==> src/rtl/dsec_host_ctrl_if.sv <==
// Host <-> dsec bus: key/data presentation toward dsec and result return from dsec.
// The host side uses the master modport; a dsec model or the block itself uses slave.
interface dsec_host_ctrl_if;
    logic [63:0] dsec_data_in;
    logic        dsec_key_config;
    logic        dsec_in_valid;
    logic        dsec_rdy;
    logic [63:0] dsec_data_out;
    logic        dsec_error;
    logic        dsec_out_valid;
    logic        dsec_out_rcvd;

    modport master (
        output dsec_data_in,
        output dsec_key_config,
        output dsec_in_valid,
        output dsec_out_rcvd,
        input  dsec_rdy,
        input  dsec_data_out,
        input  dsec_error,
        input  dsec_out_valid
    );

    modport slave (
        input  dsec_data_in,
        input  dsec_key_config,
        input  dsec_in_valid,
        input  dsec_out_rcvd,
        output dsec_rdy,
        output dsec_data_out,
        output dsec_error,
        output dsec_out_valid
    );
endinterface

==> src/rtl/dsec_host_ctrl.sv <==
// Host controller for dsec: loads the three 3DES keys, streams plaintext words and
// buffers results in a small FIFO. Define DSEC_HOST_ERR_DROP_EN to drop error words.
module dsec_host_ctrl #(
    parameter int FIFO_DEPTH     = 4,
    parameter int TIMEOUT_CYCLES = 1024
) (
    input  logic             clk,
    input  logic             rst,
    input  logic             start_keys,
    input  logic [63:0]      key_a,
    input  logic [63:0]      key_b,
    input  logic [63:0]      key_c,
    input  logic [63:0]      src_data,
    input  logic             src_valid,
    output logic             src_ready,
    dsec_host_ctrl_if.master dsec,
    output logic [63:0]      snk_data,
    output logic             snk_error,
    output logic             snk_valid,
    input  logic             snk_ready,
    output logic             keys_loaded,
    output logic             timeout,
    output logic [7:0]       err_count
);

    localparam int AW = $clog2(FIFO_DEPTH);
    localparam int TW = $clog2(TIMEOUT_CYCLES + 1);
    localparam logic [AW:0]   PTR_ONE   = (AW+1)'(1);
    localparam logic [TW-1:0] STALL_MAX = TW'(TIMEOUT_CYCLES);
    localparam logic [TW-1:0] STALL_HIT = TW'(TIMEOUT_CYCLES - 1);

    typedef enum logic [2:0] {IDLE, KEY1, KEY2, KEY3, STREAM} state_t;

    state_t        state;
    logic [63:0]   hold_data;
    logic          hold_valid;
    logic          key_config_q;
    logic          out_rcvd_q;
    logic          rekey_pending;
    logic [63:0]   key_a_q;
    logic [63:0]   key_b_q;
    logic [63:0]   key_c_q;
    logic [TW-1:0] stall_cnt;

    logic xfer;
    logic src_accept;

    assign xfer       = hold_valid && dsec.dsec_rdy;
    assign src_ready  = (state == STREAM) && !rekey_pending && (!hold_valid || dsec.dsec_rdy);
    assign src_accept = src_valid && src_ready;

    assign dsec.dsec_data_in    = hold_data;
    assign dsec.dsec_in_valid   = hold_valid;
    assign dsec.dsec_key_config = key_config_q;
    assign dsec.dsec_out_rcvd   = out_rcvd_q;

    // Input side: key sequencing, data streaming and the stall watchdog.
    // A re-key request in STREAM waits for the pending data word to leave first.
    always_ff @(posedge clk or posedge rst) begin
        if (rst) begin
            state         <= IDLE;
            hold_data     <= '0;
            hold_valid    <= 1'b0;
            key_config_q  <= 1'b0;
            rekey_pending <= 1'b0;
            key_a_q       <= '0;
            key_b_q       <= '0;
            key_c_q       <= '0;
            keys_loaded   <= 1'b0;
            timeout       <= 1'b0;
            stall_cnt     <= '0;
        end else begin
            case (state)
                IDLE: begin
                    if (start_keys) begin
                        key_a_q      <= key_a;
                        key_b_q      <= key_b;
                        key_c_q      <= key_c;
                        hold_data    <= key_a;
                        hold_valid   <= 1'b1;
                        key_config_q <= 1'b1;
                        state        <= KEY1;
                    end
                end
                KEY1: begin
                    if (xfer) begin
                        hold_data <= key_b_q;
                        state     <= KEY2;
                    end
                end
                KEY2: begin
                    if (xfer) begin
                        hold_data <= key_c_q;
                        state     <= KEY3;
                    end
                end
                KEY3: begin
                    if (xfer) begin
                        hold_valid   <= 1'b0;
                        key_config_q <= 1'b0;
                        keys_loaded  <= 1'b1;
                        state        <= STREAM;
                    end
                end
                STREAM: begin
                    if (rekey_pending) begin
                        if (!hold_valid || xfer) begin
                            hold_data     <= key_a_q;
                            hold_valid    <= 1'b1;
                            key_config_q  <= 1'b1;
                            rekey_pending <= 1'b0;
                            state         <= KEY1;
                        end
                    end else begin
                        if (src_accept) begin
                            hold_data  <= src_data;
                            hold_valid <= 1'b1;
                        end else if (xfer) begin
                            hold_valid <= 1'b0;
                        end
                        if (start_keys) begin
                            key_a_q       <= key_a;
                            key_b_q       <= key_b;
                            key_c_q       <= key_c;
                            rekey_pending <= 1'b1;
                            keys_loaded   <= 1'b0;
                        end
                    end
                end
                default: state <= IDLE;
            endcase

            if (!hold_valid || dsec.dsec_rdy) begin
                stall_cnt <= '0;
            end else begin
                if (stall_cnt != STALL_MAX) stall_cnt <= stall_cnt + TW'(1);
                if (stall_cnt == STALL_HIT) timeout <= 1'b1;
            end

            if (state == STREAM && !rekey_pending && start_keys) begin
                timeout   <= 1'b0;
                stall_cnt <= '0;
            end
        end
    end

    // Result capture: the acknowledge cycle itself blocks capture, so dsec sees
    // exactly one out_rcvd pulse per result and throughput tops out at one per 2 cycles.
    logic [AW:0] wptr;
    logic [AW:0] rptr;
    logic        fifo_full;
    logic        fifo_empty;
    logic        cap_ok;
    logic        push;
    logic        pop;

    assign fifo_empty = (wptr == rptr);
    assign fifo_full  = (wptr[AW] != rptr[AW]) && (wptr[AW-1:0] == rptr[AW-1:0]);
    assign pop        = !fifo_empty && snk_ready;

`ifdef DSEC_HOST_ERR_DROP_EN
    logic [63:0] mem [FIFO_DEPTH];
    logic [63:0] head;
    logic [63:0] wdata;

    assign cap_ok    = dsec.dsec_out_valid && !out_rcvd_q && (dsec.dsec_error || !fifo_full);
    assign push      = cap_ok && !dsec.dsec_error;
    assign wdata     = dsec.dsec_data_out;
    assign head      = mem[rptr[AW-1:0]];
    assign snk_data  = fifo_empty ? 64'd0 : head;
    assign snk_error = 1'b0;
`else
    logic [64:0] mem [FIFO_DEPTH];
    logic [64:0] head;
    logic [64:0] wdata;

    assign cap_ok    = dsec.dsec_out_valid && !out_rcvd_q && !fifo_full;
    assign push      = cap_ok;
    assign wdata     = {dsec.dsec_error, dsec.dsec_data_out};
    assign head      = mem[rptr[AW-1:0]];
    assign snk_data  = fifo_empty ? 64'd0 : head[63:0];
    assign snk_error = fifo_empty ? 1'b0 : head[64];
`endif

    assign snk_valid = !fifo_empty;

    always_ff @(posedge clk) begin
        if (push) mem[wptr[AW-1:0]] <= wdata;
    end

    // Pointers carry one extra wrap bit so full and empty are distinguishable.
    always_ff @(posedge clk or posedge rst) begin
        if (rst) begin
            wptr       <= '0;
            rptr       <= '0;
            out_rcvd_q <= 1'b0;
            err_count  <= '0;
        end else begin
            out_rcvd_q <= cap_ok;
            if (push) wptr <= wptr + PTR_ONE;
            if (pop)  rptr <= rptr + PTR_ONE;
            if (cap_ok && dsec.dsec_error && err_count != 8'hFF)
                err_count <= err_count + 8'd1;
        end
    end

endmodule
==> src/flat_wrapper.sv <==
// flat-port wrapper written by rule: the top's interface ports become plain ports
module dsec_host_ctrl_flat 
#(
    parameter int FIFO_DEPTH     = 4,
    parameter int TIMEOUT_CYCLES = 1024
)
  (clk, rst, start_keys, key_a, key_b, key_c, src_data, src_valid, src_ready, snk_data, snk_error, snk_valid, snk_ready, keys_loaded, timeout, err_count, dsec_dsec_data_in, dsec_dsec_key_config, dsec_dsec_in_valid, dsec_dsec_out_rcvd, dsec_dsec_rdy, dsec_dsec_data_out, dsec_dsec_error, dsec_dsec_out_valid);
  dsec_host_ctrl_if dsec_i ();
  input  logic clk;
  input  logic rst;
  input  logic start_keys;
  input  logic [63:0] key_a;
  input  logic [63:0] key_b;
  input  logic [63:0] key_c;
  input  logic [63:0] src_data;
  input  logic src_valid;
  output logic src_ready;
  output logic [63:0] snk_data;
  output logic snk_error;
  output logic snk_valid;
  input  logic snk_ready;
  output logic keys_loaded;
  output logic timeout;
  output logic [7:0] err_count;
  output wire logic [$bits(dsec_i.dsec_data_in)-1:0] dsec_dsec_data_in;
  output wire logic [$bits(dsec_i.dsec_key_config)-1:0] dsec_dsec_key_config;
  output wire logic [$bits(dsec_i.dsec_in_valid)-1:0] dsec_dsec_in_valid;
  output wire logic [$bits(dsec_i.dsec_out_rcvd)-1:0] dsec_dsec_out_rcvd;
  input wire logic [$bits(dsec_i.dsec_rdy)-1:0] dsec_dsec_rdy;
  input wire logic [$bits(dsec_i.dsec_data_out)-1:0] dsec_dsec_data_out;
  input wire logic [$bits(dsec_i.dsec_error)-1:0] dsec_dsec_error;
  input wire logic [$bits(dsec_i.dsec_out_valid)-1:0] dsec_dsec_out_valid;
  assign dsec_dsec_data_in = dsec_i.dsec_data_in;
  assign dsec_dsec_key_config = dsec_i.dsec_key_config;
  assign dsec_dsec_in_valid = dsec_i.dsec_in_valid;
  assign dsec_dsec_out_rcvd = dsec_i.dsec_out_rcvd;
  assign dsec_i.dsec_rdy = dsec_dsec_rdy;
  assign dsec_i.dsec_data_out = dsec_dsec_data_out;
  assign dsec_i.dsec_error = dsec_dsec_error;
  assign dsec_i.dsec_out_valid = dsec_dsec_out_valid;
  dsec_host_ctrl #(.FIFO_DEPTH(FIFO_DEPTH), .TIMEOUT_CYCLES(TIMEOUT_CYCLES)) u_core (.clk(clk), .rst(rst), .start_keys(start_keys), .key_a(key_a), .key_b(key_b), .key_c(key_c), .src_data(src_data), .src_valid(src_valid), .src_ready(src_ready), .dsec(dsec_i), .snk_data(snk_data), .snk_error(snk_error), .snk_valid(snk_valid), .snk_ready(snk_ready), .keys_loaded(keys_loaded), .timeout(timeout), .err_count(err_count));
endmodule
==> config.mk <==
export PLATFORM = sky130hd
export DESIGN_NAME = dsec_host_ctrl_flat
export DESIGN_NICKNAME = d
export VERILOG_FILES = /design/src/rtl/dsec_host_ctrl_if.sv /design/src/rtl/dsec_host_ctrl.sv /design/src/flat_wrapper.sv
export SDC_FILE = /design/constraint.sdc
export NUM_CORES = 1
export LEC_CHECK = 0
export CORE_AREA = 4 4 225 205
export CTS_BUF_LIST = sky130_fd_sc_hd__clkbuf_4 sky130_fd_sc_hd__clkbuf_8
export DETAILED_ROUTE_END_ITERATION = 7
export DIE_AREA = 0 0 229 209
export PLACE_DENSITY = 0.87
export SETUP_SLACK_MARGIN = 0.4
export SLEW_MARGIN = 10
export SYNTH_ARGS = -nofsm -noshare
export SYNTH_HDL_FRONTEND = slang
export SYNTH_SLANG_ARGS = --single-unit
==> constraint.sdc <==
create_clock -name clk -period 14.25 [get_ports clk]
set_input_delay 4.275 -clock clk [delete_from_list [all_inputs] [get_ports clk]]
set_output_delay 4.275 -clock clk [all_outputs]
set_load 0.05 [all_outputs]
==> impl_metrics.toml <==
[worst_hold_path]
whs_path_depth = 1
hold_path_startpoint = "u_core.err_count[5]"
hold_class = "flop to flop"
hold_path_end = "u_core.err_count[5]"

[logic_synthesis]
yosysTopAreaCellShare = 0.3325
ys.warnings.count = 0
syn-cell-area_um2 = 23480
ys_seq_area_frac = 0.6416
synth_common_cells = "dfrtp_1, edfxtp_1, mux2_2"
synth_top_area_cell = "edfxtp_1"
ys_top_cells_by_area = "edfxtp_1, dfrtp_1, mux2_2"
synthArstFlopShare = 0.5273
ys.flop_type = "dfrtp_1"
synth_seq_cells = 550
syn-num-nets = 1837
syn_area_per_cell_um2 = 15.64
yosysMostFrequentCell = "dfrtp_1"
synth_edf_count = 260
syn_inst = 1501
synth_cell_type_count = 47

[global_routing]
grt_pass1_wl_um = 99310
antenna_found_initial = 18
gr-usage-all-layers = 0.2692
grtUsageMet1 = 0.3291
grt_use_met2 = 0.4410
grt_max_degree = 183
grt_pass1_vias = 16790
grt_use_met3 = 0.09624
grt_overflow = 0
busiest_layer = "met2"

[flow_run]
cap_violations = 0

[place]
gp_congestion = 0.8436
placed_cell_area_um2 = 28610
io_buffers = 471
hpwl_um = 41730

[power_and_ir_drop]
irDropWorstVdd_uv = 156.6
power_density_nw_per_um2 = 174.8
p_leak_uw = 0.01278

[sta]
setup_violations = 0
max_clock_freq_mhz = 96.93
worst_slew_pin_slew_ps = 1277
finClkSkew_ps = 46.97
fin_crit_sh = 0.7240
tns_ps = 0
relSlewSlack = 0.1489
finalHoldViolCount = 0
maxSlewViolCount = 0
rsz0062_at_grt = "false"
period_minus_slack_ps = 10320

[detailed_routing]
drtPass1Iterations = 5
wl_um = 65110
drtAntennaViolNets = 0
drt_iter0_markers = 1215
dr_total_vias = 15410
vias_per_cell = 5.863
wire_per_inst_um = 24.77
drcViolationCount = 0

[clock_tree]
clk_path_buf_depth = 3
cts_tree = "done"
clock_sinks = 550
clk_latency_ps = 700
cts.root.buffer_cell = "clkbuf_8"
cts_max_level = 3
post_cts_buffers = 0
numCtsBuffers = 88
cts_hold_buf = 0
cts_resized = 0
clkSlewWorstSetupHoldPaths_ps = 60

[cells_and_area]
fin_util = 0.6968
nets = 2318
fin_area_um2 = 30550
layout-drive-gt1-share = 0.2201
multi_input_area_um2 = 7685
fill_cells = 2774
area_growth_pct = 30.11
seqCellArea_um2 = 15070

[floorplan]
die_h_um = 209
die_w_um = 229
io_pins = 472
dieArea_um2 = 47860
core_area_um2 = 43840
initial_utilization = 0.5355
core.rowCount = 73

[worst_setup_path]
crit_path_start_kind = "input pin"
path_class = "input pin to output pin"
crit_slowest_cell = "clkdlybuf4s50_1"
r2r_cells = 5
path_cells = "clkdlybuf4s50_1, nand2b_1, nand2_1, nor2_1, clkdlybuf4s50_1"
regToRegStartpoint = "u_core.rekey_pending"
cpMostUsedCell = "clkdlybuf4s50_1"
required_ps = 9970
regToRegEndpoint = "u_core.key_a_q[28]"
endpoint_kind = "output pin"
critical_path.max_fanout = 5
slowest_delay_ps = 820
regToRegSetupSlack_ps = 10590
crit_arrival_ps = 6040

[outcome]
status = "complete, no violations"
-- worst max-delay path by stage --
stage / start / endpoint / slack, ps
finish: dsec_dsec_rdy / src_ready / 3930
detailed placement: dsec_dsec_rdy / src_ready / 3930
CTS: dsec_dsec_rdy / src_ready / 3930
floorplan: rst / u_core.dsec.dsec_data_in[0] / 1970
global route: dsec_dsec_rdy / src_ready / 3830
global placement: dsec_dsec_rdy / src_ready / 3920
-- critical path: cells and delay by family --
family        cells  cell delay [ps]
buf+inv           2             1360
simple gates      3              410
-- routing by layer --
layer	up-vias	wire [µm]
met4	14	2225
met1	7901	24000
li1	6626	-
met3	158	6227
met2	708	32560
met5	-	96
-- placed cells by master, fill, tap and decap left out, types with 10 or more instances in the layout --
| cell | Yosys | routed |
|---|---|---|
| dfrtp_1 | 290 | 286 |
| buf_4 | 1 | 17 |
| clkinv_2 | 0 | 10 |
| edfxtp_1 | 260 | 260 |
| clkbuf_4 | 0 | 27 |
| and2_1 | 69 | 65 |
| mux2i_1 | 129 | 129 |
| mux4_2 | 65 | 65 |
| inv_1 | 73 | 72 |
| clkbuf_8 | 0 | 106 |
| nand2_1 | 77 | 77 |
| diode_2 | 0 | 12 |
| clkdlybuf4s50_1 | 0 | 471 |
| o221ai_1 | 64 | 64 |
| xor2_1 | 14 | 14 |
| o22a_1 | 64 | 64 |
| mux2_2 | 195 | 195 |
| nor2_1 | 18 | 18 |
| xnor2_1 | 10 | 10 |
| nand3_1 | 12 | 11 |
-- where the power goes --
part	internal, µW	leakage (µW)	switching, µW
sequential	1860	0.00631	77.0
combinational	730	0.00546	1230
clock	807	0.00101	640
total	3400	0.0128	1940
-- sequential cells by signal (all words and copies together), names as in the netlist --
| signal | flops |
|---|---|
| u_core.mem | 260 |
| u_core.keys_loaded | 1 |
| u_core.timeout | 1 |
| u_core.key_b_q | 64 |
| u_core.dsec.dsec_out_rcvd | 1 |
| u_core.stall_cnt | 11 |
| u_core.rekey_pending | 1 |
| u_core.err_count | 8 |
| u_core.state | 3 |
| u_core.rptr | 3 |
| u_core.wptr | 3 |
| u_core.key_c_q | 64 |
| u_core.dsec.dsec_in_valid | 1 |
| u_core.key_a_q | 64 |
| u_core.dsec.dsec_key_config | 1 |
| u_core.dsec.dsec_data_in | 64 |
-- cell type report --
type | count | share of cell area
Timing Repair Buffer | 489 | 0.1592
Multi-Input combinational cell | 780 | 0.2516
Tap cell | 562 | 0.02302
Antenna cell | 12 | 0.0009830
Clock inverter | 29 | 0.008232
Clock buffer | 133 | 0.05439
Sequential cell | 550 | 0.4934
Inverter | 73 | 0.009215
-- cell families after synthesis --
family / count (synthesis) / share of synthesized area
flops: 550 / 0.6416
xor+xnor: 24 / 0.008953
simple gates: 214 / 0.04871
buf+inv: 171 / 0.03277
mux: 389 / 0.2109
compound gates: 145 / 0.05281
fa+ha+maj: 8 / 0.004263
-- metrics by stage --
step | power [µW] | std cells | hold WS [ps] | worst slack (ps)
floorplan | 3230 | 1501 | 460.4 | 1969
global placement | 3888 | 2454 | 478.4 | 3923
detailed placement | 3927 | 2454 | 484.5 | 3931
CTS | 5386 | 2616 | 498.0 | 3926
global route | 5548 | 2625 | 512.7 | 3834
finish | 5340 | 2628 | 497.5 | 3933
Power figures use the tool's default switching activity.
